## src/rtl/condicionador_sensores_pkg.sv

```systemverilog
// Shared constants for the sensor input conditioning stage.
package condicionador_sensores_pkg;

  localparam int unsigned NUM_SENSORES = 6;

  // Bit positions of each sensor within RAW
  localparam int unsigned IDX_A = 5;
  localparam int unsigned IDX_B = 4;
  localparam int unsigned IDX_C = 3;
  localparam int unsigned IDX_D = 2;
  localparam int unsigned IDX_E = 1;
  localparam int unsigned IDX_F = 0;

  // Width of each per-bit debounce counter
  localparam int unsigned CNT_W = 8;

  // Prescaler counter width: clog2 of the divider, never below one bit
  function automatic int unsigned presc_width(input int unsigned div);
    return (div <= 1) ? 1 : $clog2(div);
  endfunction

endpackage

```

## src/rtl/condicionador_sensores_debounce_bit.sv

```systemverilog
// One sensor line: two-flop synchroniser followed by a tick-paced debouncer.
// OUT only moves after the synchronised level has differed from it for
// DEBOUNCE_TICKS consecutive ticks; any return to the stable level cancels.
module debounce_bit
  import condicionador_sensores_pkg::*;
#(
  parameter int unsigned DEBOUNCE_TICKS = 4
) (
  input  logic CLK,
  input  logic RESET_N,
  input  logic TICK,
  input  logic SYNC_IN,
  output logic OUT,
  output logic CHANGE,
  output logic DIFF
);

  localparam logic [CNT_W-1:0] CNT_LAST = CNT_W'(DEBOUNCE_TICKS - 1);

  logic             sync_q1;
  logic             sync_q2;
  logic [CNT_W-1:0] cnt;

  // Synchronised level disagrees with the committed output
  assign DIFF   = (sync_q2 != OUT);
  // This edge commits the new level
  assign CHANGE = DIFF && TICK && (cnt == CNT_LAST);

  // Two-stage synchroniser for the asynchronous input
  always_ff @(posedge CLK or negedge RESET_N) begin
    if (!RESET_N) begin
      sync_q1 <= 1'b0;
      sync_q2 <= 1'b0;
    end else begin
      sync_q1 <= SYNC_IN;
      sync_q2 <= sync_q1;
    end
  end

  // Debounce counter and committed output level
  always_ff @(posedge CLK or negedge RESET_N) begin
    if (!RESET_N) begin
      cnt <= '0;
      OUT <= 1'b0;
    end else if (!DIFF) begin
      cnt <= '0;
    end else if (CHANGE) begin
      OUT <= sync_q2;
      cnt <= '0;
    end else if (TICK) begin
      cnt <= cnt + 1'b1;
    end
  end

endmodule

```

## src/rtl/condicionador_sensores.sv

```systemverilog
// Input conditioning stage: synchronises and debounces six raw sensor lines
// and presents them as stable registered levels A..F, plus a one-cycle
// CHANGED strobe and a PENDING flag while any line is still settling.
module condicionador_sensores
  import condicionador_sensores_pkg::*;
#(
  parameter int unsigned TICK_DIV       = 1000,
  parameter int unsigned DEBOUNCE_TICKS = 4
) (
  input  logic                    CLK,
  input  logic                    RESET_N,
  input  logic [NUM_SENSORES-1:0] RAW,
  output logic                    A,
  output logic                    B,
  output logic                    C,
  output logic                    D,
  output logic                    E,
  output logic                    F,
  output logic                    CHANGED,
  output logic                    PENDING
);

  localparam int unsigned          PRESC_W    = presc_width(TICK_DIV);
  localparam logic [PRESC_W-1:0]   PRESC_LAST = PRESC_W'(TICK_DIV - 1);

  logic [PRESC_W-1:0]      presc;
  logic                    tick;
  logic [NUM_SENSORES-1:0] out_bits;
  logic [NUM_SENSORES-1:0] change_bits;
  logic [NUM_SENSORES-1:0] diff_bits;

  // With TICK_DIV=1 the counter is pinned at 0 and the tick never drops
  assign tick = (presc == PRESC_LAST);

  // Debounce tick prescaler, counts 0..TICK_DIV-1 and wraps
  always_ff @(posedge CLK or negedge RESET_N) begin
    if (!RESET_N) begin
      presc <= '0;
    end else if (tick) begin
      presc <= '0;
    end else begin
      presc <= presc + 1'b1;
    end
  end

  for (genvar i = 0; i < NUM_SENSORES; i++) begin : g_bit
    debounce_bit #(
      .DEBOUNCE_TICKS(DEBOUNCE_TICKS)
    ) u_debounce_bit (
      .CLK     (CLK),
      .RESET_N (RESET_N),
      .TICK    (tick),
      .SYNC_IN (RAW[i]),
      .OUT     (out_bits[i]),
      .CHANGE  (change_bits[i]),
      .DIFF    (diff_bits[i])
    );
  end

  // Change strobe and settling flag, one cycle behind the bit state
  always_ff @(posedge CLK or negedge RESET_N) begin
    if (!RESET_N) begin
      CHANGED <= 1'b0;
      PENDING <= 1'b0;
    end else begin
      CHANGED <= |change_bits;
      PENDING <= |diff_bits;
    end
  end

  assign A = out_bits[IDX_A];
  assign B = out_bits[IDX_B];
  assign C = out_bits[IDX_C];
  assign D = out_bits[IDX_D];
  assign E = out_bits[IDX_E];
  assign F = out_bits[IDX_F];

endmodule

```

## config.mk

```make
export PLATFORM = sky130hd
export DESIGN_NAME = condicionador_sensores
export DESIGN_NICKNAME = d
export VERILOG_FILES = /design/src/rtl/condicionador_sensores_pkg.sv /design/src/rtl/condicionador_sensores_debounce_bit.sv /design/src/rtl/condicionador_sensores.sv
export SDC_FILE = /design/constraint.sdc
export NUM_CORES = 1
export LEC_CHECK = 0
export ABC_AREA = 0
export CAP_MARGIN = 30
export CORE_MARGIN = 1
export CORE_UTILIZATION = 60
export DETAILED_ROUTE_END_ITERATION = 7
export PLACE_DENSITY = 0.81
export SYNTH_ARGS = -nofsm -noshare
export SYNTH_HDL_FRONTEND = slang
export SYNTH_HIERARCHICAL = 1
export SYNTH_SLANG_ARGS = --single-unit
```

## constraint.sdc

```tcl
create_clock -name CLK -period 4.6 [get_ports CLK]
set_clock_uncertainty 0.1 [all_clocks]
set_input_delay 0.92 -clock CLK [delete_from_list [all_inputs] [get_ports CLK]]
set_output_delay 0.92 -clock CLK [all_outputs]
set_load 0.01 [all_outputs]
```

Word level (Yosys, flattened, before mapping)
Cells that the tools add are included.
W data, S select, Z words.

cells by class
  add/sub/neg operators = 7
  multipliers = 0
  divide/modulo/power cells = 0
  $lt $le $gt $ge = 0
  equal/unequal tests = 19
  shifts and indexed selects = 0
  multiplexer cells = 19
  bitwise operators = 0
  reduce and logical (&&, ||, !) cells = 20

operators by type and width
  operator                 count
  $mux W8                  18
  $add A8 B1 Y8 const B    6
  $eq A8 B2 Y1 const B     6
  $ne A3 B2 Y1 const B     5
  $logic_and A1 B1 Y1      12
  $reduce_and A2 Y1        6
  $reduce_or A6 Y1         2
  $add A10 B1 Y10 const B  1
  $eq A10 B10 Y1 const B   1
  $mux W10                 1
  $ne A1 B1 Y1             6
  $ne A3 B1 Y1 const B     1

word-level totals
  register bits = 78
  latch bits = 0
  memory bits (writable) = 0
  memory bits (read-only) = 0
  bits of input ports = 8
  word-level logic and storage cells = 92
  memories = 0

Longest topological paths before layout
Gate-level depths: netlist of run 1.

  depth after elaboration = 5
  mapped depth = 9
  depth with buffers taken out = 8

By module
Netlist of run 1, hierarchy kept.

modules (own cells, without submodules)
  module                  times used  cells each  area an instance (um2)  seq. area each (um2)
  debounce_bit            6           57          549.3                   275.3
  condicionador_sensores  1           51          560.5                   300.3

Worst setup path before layout of run 1
No wires, ideal clock.

  path kind = register -> register
  start point = reg presc[0]
  end point = reg g_bit[0].u_debounce_bit.cnt[4]
  arrival time = 2,179 ps
  data required time = 4,424 ps
  path slack = 2,244 ps
  cell stages (with the launch flop) = 9
  cell sequence = dfrtp_1 -> ha_1 -> nand3_1 -> nor3_2 -> and3_1 -> buf_2 -> inv_1 -> or3_1 -> o21ai_1

between the ends
  longest elaborated chain between the ends = 5

RTL lines
  element                           RTL line                                   RTL
  start: declaration                condicionador_sensores.sv:26               logic [PRESC_W-1:0] presc;
  start signal: assignment          condicionador_sensores.sv:42               presc <= presc + 1'b1;
  $eq A10 B10 Y1 *                  condicionador_sensores.sv:33               assign tick = (presc == PRESC_LAST);
  named net tick                    condicionador_sensores.sv:27               logic tick;
  $logic_and A1 B1 Y1 (2 in a row)  condicionador_sensores_debounce_bit.sv:27  assign CHANGE = DIFF && TICK && (cnt == CNT_LAST);
  $mux W8                           condicionador_sensores_debounce_bit.sv:47  end else if (CHANGE) begin
  $mux W8                           condicionador_sensores_debounce_bit.sv:45  end else if (!DIFF) begin
  end signal: assignment            condicionador_sensores_debounce_bit.sv:51  cnt <= cnt + 1'b1;
  end: declaration                  condicionador_sensores_debounce_bit.sv:22  logic [CNT_W-1:0] cnt;

The timed path passes the listed nets; every way through them passes the cells marked *.
A chain may end at the register's enable or synchronous reset.

Final worst setup path of run 1
  start point = reg presc[0]
  end point = reg g_bit[0].u_debounce_bit.cnt[5]

between the ends
  longest elaborated chain between the ends = 5

RTL lines
  element                           RTL line
  $eq A10 B10 Y1 *                  condicionador_sensores.sv:33
  $logic_and A1 B1 Y1 (2 in a row)  condicionador_sensores_debounce_bit.sv:27
  $mux W8                           condicionador_sensores_debounce_bit.sv:47
  $mux W8                           condicionador_sensores_debounce_bit.sv:45

Every way passes the cells marked *; elsewhere a longest branch is shown, timed or not.

==> summary.txt, run 1 <==
Run status
  • Run status: complete, no violations

Timing
  • Setup TNS: 0 ps
  • Final worst-path cycle share: between 60% and 70%
  • Hold Vio Cnt, Final: 0
  • RSZ-0062 raised after global routing: no
  • Final Critical Period: a little under 3000 ps
  • Relative slew slack: 52.6%
  • Slew Limit Fails: 0
  • Slew at the pin with the worst max-slew slack: just over 700 ps
  • Fmax achieved: roughly 0.34 GHz
  • # setup viols final: 0

Pwr
  • Comb pwr share: 2.6%
  • Clk network pwr share: between 40% and 50%
  • Peak supply drop: roughly 0.00024 V
  • P_sw: about 260 uW
  • PwrDens: between 300 and 400 nW/um^2
  • P_int: 1060 uW
  • Share of power burned in registers: approximately 53%
  • Switching Fraction: about 19%
  • Leakage: around 0.0019 uW
  • Power Total: around 1300 uW

Floorplan
  • Core Region: just over 6000 sq um
  • Die height: between 80 and 90 um
  • Full die area: slightly below 7000 sq um
  • Die W: roughly 82 um
  • Rows: 28
  • Starting Density: approximately 64%
  • # IOs: 16

Place
  • Placed insts: approximately 480
  • Hpwl dp: approximately 4800 um
  • GPL Wtd Cong: around 0.88
  • Port-buffer cells: 15

Detailed routing
  • Drt initial violations: between 100 and 150
  • Vias: between 2000 and 3000
  • Final ANT Viol Nets: 0
  • M1 WL: 3340 um
  • Max layer used: met4
  • Drt first pass iters: 4
  • Met3 WL: ~230 um
  • Drt drc: 0
  • WL per Instance: 13.8 um
  • Post-Route WL: 6910 um
  • Vias per inst: approximately 5.8
  • Met2 WL: between 3000 and 4000 um

Clocking
  • # Post-CTS Setup Buffers: 0
  • Clk buf depth: 2
  • Root Driver: clkbuf_8
  • CTS Hold Buffers Added: 0
  • Clock Sinks: ~80
  • CTS H-tree lvls: 3
  • Clock transition at the registers of the reported paths: ~70 ps
  • TritonCTS clock tree: done
  • Number of buffers created by CTS: 9
  • Clk_lat worst skew: 340 ps
  • CTS-repair resized insts: 0

Global route
  • Grt total ovfl: 0
  • Number of global-route vias before repair: ~2700
  • First-pass GRT wire length: between 10000 and 15000 um
  • Initial antenna violation count: 0
  • Largest net degree at the start of global routing: 79
  • GRT Overall Usage: 23.8%

Synth
  • Area share of the largest cell type after synthesis: about half
  • Post-Synthesis Cells: about 400
  • Syn Area/Cell: ~9.8 sq um
  • FFs w/ async S/R, synth: 100%
  • Count leader, synth: dfrtp_1
  • Yosys reg bits: 78
  • Top cells by count, synth: dfrtp_1 (78), nand2_1 (56), nor2_1 (30)
  • Area leader, netlist: dfrtp_1
  • Synth unique cells: 33
  • Synth Net Count: 408
  • Commonest register cell after synthesis: dfrtp_1
  • Synth warnings: 6
  • Seq/Total Area, Yosys: between 50% and 60%
  • Synthesized area: slightly below 4000 sq um
  • Number of flops mapped to enable cells by yosys: 0
  • Area contributors post-synth: dfrtp_1 (51%), nand2_1 (5.5%), xor2_1 (4.8%), o21ai_1 (3.1%), nor2_1 (2.9%)

Setup path
  • Slowest Stage Delay on Critical Path: roughly 660 ps
  • Crit-path cells: ha_1 > nand3_1 > nor3_2 > and3_1 > buf_4 > inv_1 > or3_1 > o21ai_1
  • CP max stage cell: and3_1
  • Crit path buffers/inverters: 2
  • Worst Path Class, Setup: flop to flop
  • Crit. End Element: flop
  • Critical Path RT: around 4800 ps
  • Critical path's top delay family: simple AND/OR/NAND/NOR gates
  • Critical path arrival: 3090 ps
  • CP Launch Type: flop
  • Worst-path maximum fanout: 23

Cells and area
  • # diodes: 0
  • Fin nets: between 400 and 500
  • Multi-input logic area: 1850 sq um
  • Cell Count, Final, Fillers Out: 500
  • Fraction of layout cells with a size suffix above 1: under 10%
  • Area Growth Syn to Fin: 13.0%
  • Register area: slightly below 2000 sq um
  • Fill count: 445

Hold path
  • HP Class: flop to flop

Job
  • Max Cap Viol: 0
[metrics by stage]
stage,setup slack [ps],hold WS (ps),cell area (sq um),utilization (%)
6_report,1680,251,4360,71.9
5_1_grt,1390,255,4360,71.9
4_1_cts,1670,252,4330,71.4
3_5_place_dp,1680,235,4100,67.7
3_3_place_gp,1820,232,4100,67.7
2_1_floorplan,2240,231,3860,-
[worst reg2reg max path: cells and delay by family, from the launching register on]
family	cells	cell delay [ps]
and+or+nand+nor	4	1400
buffers and inverters	2	500
DFF	1	410
adders and majority gates	1	250
AOI/OAI and AO/OA	1	190
[cells by family after synthesis]
family | Yosys count | synth area share, %
multiplexers | 12 | 3.89
AND/OR/NAND/NOR | 181 | 24.7
flip-flops | 78 | 50.6
AO/OA/AOI/OAI | 72 | 10.6
buffers and inverters | 14 | 1.40
XOR/XNOR | 29 | 6.59
adder cells (fa/ha/maj) | 7 | 2.27
[path summary, 6_finish.rpt]
kind | start | cells after the start | slack (ps) | endpoint
setup / recovery | presc[0]$_DFF_PN0_ | 8 | 1680 | g_bit[0].u_debounce_bit/cnt[5]$_DFFE_PN0P_
hold / removal | g_bit[1].u_debounce_bit/sync_q1$_DFF_PN0_ | 0 | 250 | g_bit[1].u_debounce_bit/sync_q2$_DFF_PN0_
setup reg to reg | presc[0]$_DFF_PN0_ | 8 | 1680 | g_bit[0].u_debounce_bit/cnt[5]$_DFFE_PN0P_
hold reg to reg | g_bit[1].u_debounce_bit/sync_q1$_DFF_PN0_ | 0 | 250 | g_bit[1].u_debounce_bit/sync_q2$_DFF_PN0_
max in group asynchronous | RESET_N | 2 | 3510 | g_bit[2].u_debounce_bit/cnt[7]$_DFFE_PN0P_
min in group asynchronous | RESET_N | 1 | 320 | g_bit[3].u_debounce_bit/cnt[6]$_DFFE_PN0P_
[sequential cells by signal, indices dropped and copies added, names as in the netlist]
| register | cells |
|---|---|
| CHANGED | 1 |
| presc | 10 |
| g_bit.u_debounce_bit/cnt | 48 |
| g_bit.u_debounce_bit/sync_q1 | 6 |
| PENDING | 1 |
| g_bit.u_debounce_bit/OUT | 6 |
| g_bit.u_debounce_bit/sync_q2 | 6 |
[power by group through the flow]
stage                     Clock (uW)  Sequential, uW  Combinational (uW)
after floorplan                    0             706                10.0
after global placement             0             707                32.5
after detailed placement           0             707                32.9
after CTS                        606             694                32.9
after global routing             639             694                39.9
final                            589             694                34.7
[area by class of cell]
class	instances	area share (%)
Tap cell	75	2.15
Timing Repair Buffer	17	4.19
Sequential cell	78	44.8
Multi-Input combinational cell	301	42.5
Clock inverter	4	2.18
Clock buffer	12	3.10
Inverter	13	1.12
[metal layers]
metal  up-vias  global-route usage (%)
met4         0                    8.77
li1       1439                       -
met5         -                       0
met1      1400                    32.4
met2        47                    37.3
met3         6                    5.82
[cells in the final DEF, fill, tap and decap left out, types with 2 or more instances in the layout]
cell and n:
dfrtp_1 78, nand2_1 56, nor2_1 30, o21ai_1 24, xor2_1 21, a21oi_1 20
nand3_1 18, clkdlybuf4s50_1 14, inv_1 13, nor3_1 12, and2_1 12, or3_1 12
nand4_1 12, o21ai_0 12, and3_1 9, clkbuf_8 9, xnor2_1 8, ha_1 7
nor4b_2 6, nand2_2 6, mux2i_1 6, mux2_4 6, o21a_1 6, a211oi_1 6
clkbuf_1 3, bufinv_16 3, and3_4 2, nor4_1 2, buf_4 2
No activity file was read; power rests on OpenSTA's default activity.
==> inputs of run 2 (changes only) <==
- CORE_UTILIZATION: 60 -> 54
- PLACE_DENSITY: 0.81 -> 0.77
- clock period: 4.6 -> 2.6 ns (I/O delays scaled with it)
==> summary.txt, run 2 (synthesis results as in run 1) <==
Cells and area
  • Max reg flops: 48 (unchanged)
  • Multi-input logic area: 1850 sq um (unchanged)
  • # diodes: 0 (unchanged)
  • Fill count: 544 (+22%)
  • Largest registers: g_bit.u_debounce_bit/cnt (48), presc (10)
  • Fin nets: 436 (+0.23%)
  • Fraction of layout cells with a size suffix above 1: 9.67% (+0.49 points)
  • Commonest cells after routing, fill and taps aside: dfrtp_1 (78), nand2_1 (56), nor2_1 (30)
  • Post-route design area: 4390 sq um (+0.75%)
  • Register area: 1950 sq um (unchanged)
  • Most flop-heavy register: g_bit.u_debounce_bit/cnt
  • Most common cell after layout, fill and taps aside: dfrtp_1
  • Area Growth Syn to Fin: 13.9%

Clocking
  • Clock transition at the registers of the reported paths: 80 ps (about the same)
  • Root Driver: clkbuf_8
  • # Post-CTS Setup Buffers: 0 (unchanged)
  • Clk buf depth: 2 (unchanged)
  • CTS H-tree lvls: 3 (unchanged)
  • CTS-repair resized insts: 0 (unchanged)
  • Clk_lat worst skew: 340 ps (about the same)
  • TritonCTS clock tree: done
  • CTS Hold Buffers Added: 0 (unchanged)
  • Clock Sinks: 78 (unchanged)
  • Number of buffers created by CTS: 9 (unchanged)

Detailed routing
  • WL per Instance: 13.5 um (-2.3%)
  • Vias per inst: 5.59 (-3.3%)
  • Drt first pass iters: 4 (unchanged)
  • Final ANT Viol Nets: 0 (unchanged)
  • Post-Route WL: 7020 um (+1.6%)
  • Drt drc: 0 (unchanged)
  • Vias: 2908 (+0.55%)
  • Drt initial violations: 142 (+9.2%)

Setup path
  • Critical path arrival: 2520 ps (-570 ps)
  • Reg2reg path depth: 8 (unchanged)
  • Crit. End Element: flop
  • CP Launch Type: flop
  • Critical R2R Capture: g_bit[2].u_debounce_bit/cnt[5]$_DFFE_PN0P_
  • Critical Path RT: 2770 ps (-2000 ps)
  • Reg-to-Reg Start: presc[0]$_DFF_PN0_
  • Worst R2R Setup Slack: 260 ps (-1420 ps)
  • Worst Setup SP: presc[0]$_DFF_PN0_
  • Critical path destination: g_bit[2].u_debounce_bit/cnt[5]$_DFFE_PN0P_
  • Worst Path Class, Setup: flop to flop
  • Worst-path maximum fanout: 41 (+78%)

Global route
  • GRT Overall Usage: 20.9% (-3.0 points)
  • Most used routing layer: met2
  • Largest net degree at the start of global routing: 45 (-43%)
  • Number of global-route vias before repair: 2794 (+4.5%)
  • First-pass GRT wire length: 12100 um (+1.3%)
  • Met2 usage: 34.3% (-3.0 points)
  • Initial antenna violation count: 0 (unchanged)
  • Met1 Resource Use GR: 27.1% (-5.3 points)
  • Grt total ovfl: 0 (unchanged)
  • Met3 GRT Util: 3.43% (-2.4 points)

Pwr
  • Clk network pwr share: 44.7% (about the same)
  • Comb pwr share: 2.6% (about the same)
  • Leakage: 0.00189 uW (+0.24%)
  • Peak supply drop: 0.000333 V (+42%)
  • P_sw: 464 uW (+81%)
  • Power Total: 2330 uW (+77%)
  • Share of power burned in registers: 52.7% (about the same)
  • PwrDens: 530 nW/um^2 (+75%)
  • Switching Fraction: 19.9% (+0.47 points)
  • P_int: 1860 uW (+76%)

Timing
  • Slew at the pin with the worst max-slew slack: 633 ps (-78.4 ps)
  • Fmax achieved: 0.427 GHz (+25%)
  • Final Critical Period: 2340 ps (-576 ps)
  • Relative slew slack: 57.5% (+4.9 points)
  • Hold Vio Cnt, Final: 0 (unchanged)
  • Worst setup margin: 257 ps (-1420 ps)
  • Setup TNS: 0 ps (unchanged)
  • Slew Limit Fails: 0 (unchanged)
  • # setup viols final: 0 (unchanged)
  • RSZ-0062 raised after global routing: no
  • Final worst-path cycle share: 90.1% (+27 points)

Floorplan
  • Die height: 86.5 um (+5.3%)
  • Starting Density: 56.4% (-7.2 points)
  • # IOs: 16 (unchanged)
  • Rows: 30 (+7.1%)
  • Full die area: 7480 sq um (+11%)
  • Core Region: 6830 sq um (+13%)
  • Die W: 86.5 um (+5.3%)

Place
  • Hpwl dp: 4940 um (+3.2%)
  • Dpl cell area: 4170 sq um (+1.6%)
  • Place WS: 278 ps (-1410 ps)
  • Port-buffer cells: 15 (unchanged)
  • GPL Wtd Cong: 0.869 (-1.7%)

Job
  • Max Cap Viol: 0 (unchanged)

Run status
  • Run status: complete, no violations

Hold path
  • HP Class: input pin to asynchronous set/reset pin
==> run 2: cell count changes in the layout (fill, tap and decap cells not counted), sizes merged <==
cell,before,now
buf,3,4
clkbuf,12,9
clkinv,1,2
==> run 2: per-stage QoR <==
| step | cells | utilization, % | hold slack [ps] |
|---|---|---|---|
| 4_1_cts | 520 | 64.3 | 85.2 |
| 3_5_place_dp | 506 | 61.0 | 235 |
| 5_1_grt | 520 | 64.3 | 114 |
| 6_report | 520 | 64.3 | 71.7 |
| 2_1_floorplan | 393 | - | 124 |
| 3_3_place_gp | 506 | 61.0 | 233 |
==> run 2: routing by layer <==
layer	part of all wire, %	vias up
met5	0	-
met4	1.7	0
met3	2.6	10
met2	48	38
met1	48	1413
li1	-	1447
==> run 2: worst min-delay path by stage <==
| stage | to | slack (ps) |
|---|---|---|
| after global placement | g_bit[4].u_debounce_bit/sync_q2$_DFF_PN0_ | 230 |
| after CTS | g_bit[3].u_debounce_bit/cnt[4]$_DFFE_PN0P_ | 90 |
| after global routing | g_bit[3].u_debounce_bit/cnt[4]$_DFFE_PN0P_ | 110 |
| final | g_bit[3].u_debounce_bit/cnt[4]$_DFFE_PN0P_ | 70 |
| after floorplan | CHANGED$_DFF_PN0_ | 120 |
| after detailed placement | g_bit[1].u_debounce_bit/sync_q2$_DFF_PN0_ | 230 |
==> run 2: final cells by class <==
class	count	area share (%)
Clock inverter	5	2.28
Multi-Input combinational cell	301	42.1
Tap cell	96	2.74
Timing Repair Buffer	18	4.45
Inverter	13	1.11
Clock buffer	9	2.82
Sequential cell	78	44.5
==> run 2: power groups by stage <==
stage	Clock (uW)	Sequential [uW]	Combinational (uW)
2_1_floorplan	0	1250	17.7
3_3_place_gp	0	1250	62.8
3_5_place_dp	0	1250	63.5
4_1_cts	1060	1230	63.4
5_1_grt	1100	1230	70.7
6_report	1040	1230	60.7
==> run 2: worst max-delay path, cell delays in order (launching register included) <==
cell and delay [ps]:
dfrtp_1 420, ha_1 250, nand3_1 110, nor3_2 210, and3_1 250, buf_12 230
inv_1 80, or3_1 440, o21ai_1 170
==> inputs of run 3 (changes only) <==
- ABC_AREA: 0 -> not set
- RECOVER_POWER: not set -> 50
==> summary.txt, run 3 (synthesis results as in run 1) <==
Cells and area
  • Post-route design area: 4370 sq um (-0.40%)
  • Max reg flops: 48 (unchanged)
  • Commonest cells after routing, fill and taps aside: dfrtp_1 (78), nand2_1 (56), nor2_1 (30)
  • Fraction of layout cells with a size suffix above 1: 9.67% (unchanged)
  • Area Growth Syn to Fin: 13.4%
  • # diodes: 0 (unchanged)
  • Most flop-heavy register: g_bit.u_debounce_bit/cnt
  • Largest registers: g_bit.u_debounce_bit/cnt (48), presc (10)
  • Cell Count, Final, Fillers Out: 520 (unchanged)
  • Most common cell after layout, fill and taps aside: dfrtp_1
  • Fin nets: 436 (unchanged)

Run status
  • Run status: complete, no violations

Detailed routing
  • Drt first pass iters: 4 (unchanged)
  • Drt initial violations: 167 (+18%)
  • Final ANT Viol Nets: 0 (unchanged)
  • Vias per inst: 5.58 (-0.21%)
  • Post-Route WL: 7020 um (about the same)
  • Drt drc: 0 (unchanged)
  • Vias: 2902 (-0.21%)
  • WL per Instance: 13.5 um (about the same)

Timing
  • Final Critical Period: 2330 ps (-12.4 ps)
  • Setup TNS: 0 ps (unchanged)
  • # setup viols final: 0 (unchanged)
  • RSZ-0062 raised after global routing: no
  • Final worst-path cycle share: 89.6% (-0.48 points)
  • Relative slew slack: 28.1% (-29 points)
  • Hold Vio Cnt, Final: 0 (unchanged)
  • Fmax achieved: 0.429 GHz (+0.53%)
  • Slew at the pin with the worst max-slew slack: 1080 ps (+445 ps)
  • Slew Limit Fails: 0 (unchanged)

Global route
  • Grt total ovfl: 0 (unchanged)
  • GRT Overall Usage: 20.9% (unchanged)
  • Initial antenna violation count: 0 (unchanged)
  • Largest net degree at the start of global routing: 45 (unchanged)
  • Number of global-route vias before repair: 2794 (unchanged)
  • First-pass GRT wire length: 12100 um (unchanged)

Place
  • Port-buffer cells: 15 (unchanged)
  • Hpwl dp: 4940 um (unchanged)
  • Dpl cell area: 4170 sq um (unchanged)
  • Placed insts: 506 (unchanged)
  • GPL Wtd Cong: 0.869 (unchanged)

Clocking
  • Clock transition at the registers of the reported paths: 80 ps (about the same)
  • Clk buf depth: 2 (unchanged)
  • TritonCTS clock tree: done
  • Clock Sinks: 78 (unchanged)
  • # Post-CTS Setup Buffers: 0 (unchanged)
  • CTS Hold Buffers Added: 0 (unchanged)
  • Root Driver: clkbuf_8
  • CTS H-tree lvls: 3 (unchanged)
  • CTS-repair resized insts: 0 (unchanged)
  • Number of buffers created by CTS: 9 (unchanged)
  • Clk_lat worst skew: 340 ps (about the same)

Floorplan
  • Die height: 86.5 um (unchanged)
  • Die W: 86.5 um (unchanged)
  • Full die area: 7480 sq um (unchanged)
  • # IOs: 16 (unchanged)
  • Rows: 30 (unchanged)
  • Core Region: 6830 sq um (unchanged)
  • Starting Density: 56.4% (unchanged)

Hold path
  • HP Class: flop to flop

Setup path
  • Crit-path cells: ha_1 > nand3_1 > nor3_2 > and3_1 > buf_12 > inv_1 > or3_1 > o21ai_1
  • Slowest Stage Delay on Critical Path: 450 ps (about the same)
  • Worst-path maximum fanout: 41 (unchanged)
  • Crit path buffers/inverters: 2 (unchanged)
  • CP Launch Type: flop
  • Critical path arrival: 2500 ps (-20 ps)
  • CP max stage cell: or3_1
  • Critical Path RT: 2770 ps (about the same)
  • Critical path's top delay family: simple AND/OR/NAND/NOR gates
  • Crit. End Element: flop
  • Worst Path Class, Setup: flop to flop

Job
  • Max Cap Viol: 0 (unchanged)

Pwr
  • Peak supply drop: 0.000333 V (about the same)
  • Leakage: 0.00189 uW (-0.23%)
  • PwrDens: 531 nW/um^2 (+0.17%)
run 3: layer usage:
metal	global-route usage, %	routed length, um	up-vias
li1	-	-	1446
met3	3.43	157	9
met2	34.3	3350	28
met4	10.2	122	0
met1	27.1	3400	1419
met5	0	0	-
run 3: area by class of cell:
class | instances | area, sq um
fillers | 547 | 2460
flip-flops and latches | 78 | 1950
multi-input cells | 301 | 1850
repair buffers | 18 | 178
clock buffers | 9 | 124
well taps | 96 | 120
clock inverters | 5 | 100
inverters | 13 | 48.8
run 3: power breakdown:
| part | total, uW | switching, uW | leakage, uW | internal (uW) |
|---|---|---|---|---|
| combinational | 55.5 | 42.2 | 0.000729 | 13.3 |
| sequential | 1230 | 4.30 | 0.00104 | 1220 |
| clock | 1040 | 416 | 0.000115 | 624 |
| total | 2320 | 463 | 0.00189 | 1860 |
run 3: final timing paths:
path                                                            from                                          to  slack (ps)  cells after the start
setup / recovery                                  presc[0]$_DFF_PN0_  g_bit[3].u_debounce_bit/cnt[5]$_DFFE_PN0P_         270                      8
hold / removal             g_bit[1].u_debounce_bit/sync_q1$_DFF_PN0_   g_bit[1].u_debounce_bit/sync_q2$_DFF_PN0_         250                      0
setup reg to reg                                  presc[0]$_DFF_PN0_  g_bit[3].u_debounce_bit/cnt[5]$_DFFE_PN0P_         270                      8
hold reg to reg            g_bit[1].u_debounce_bit/sync_q1$_DFF_PN0_   g_bit[1].u_debounce_bit/sync_q2$_DFF_PN0_         250                      0
max in group asynchronous                                    RESET_N  g_bit[2].u_debounce_bit/cnt[2]$_DFFE_PN0P_         750                      2
min in group asynchronous                                    RESET_N  g_bit[3].u_debounce_bit/cnt[4]$_DFFE_PN0P_         270                      1
run 3: stage by stage:
stage	worst slack [ps]	util, %	hold slack [ps]	power, uW
finish	269	64.0	252	2320
floorplan	244	-	124	1270
CTS	267	64.3	85.2	2350
detailed placement	278	61.0	235	1310
global placement	396	61.0	233	1310
global route	67.8	64.0	260	2400
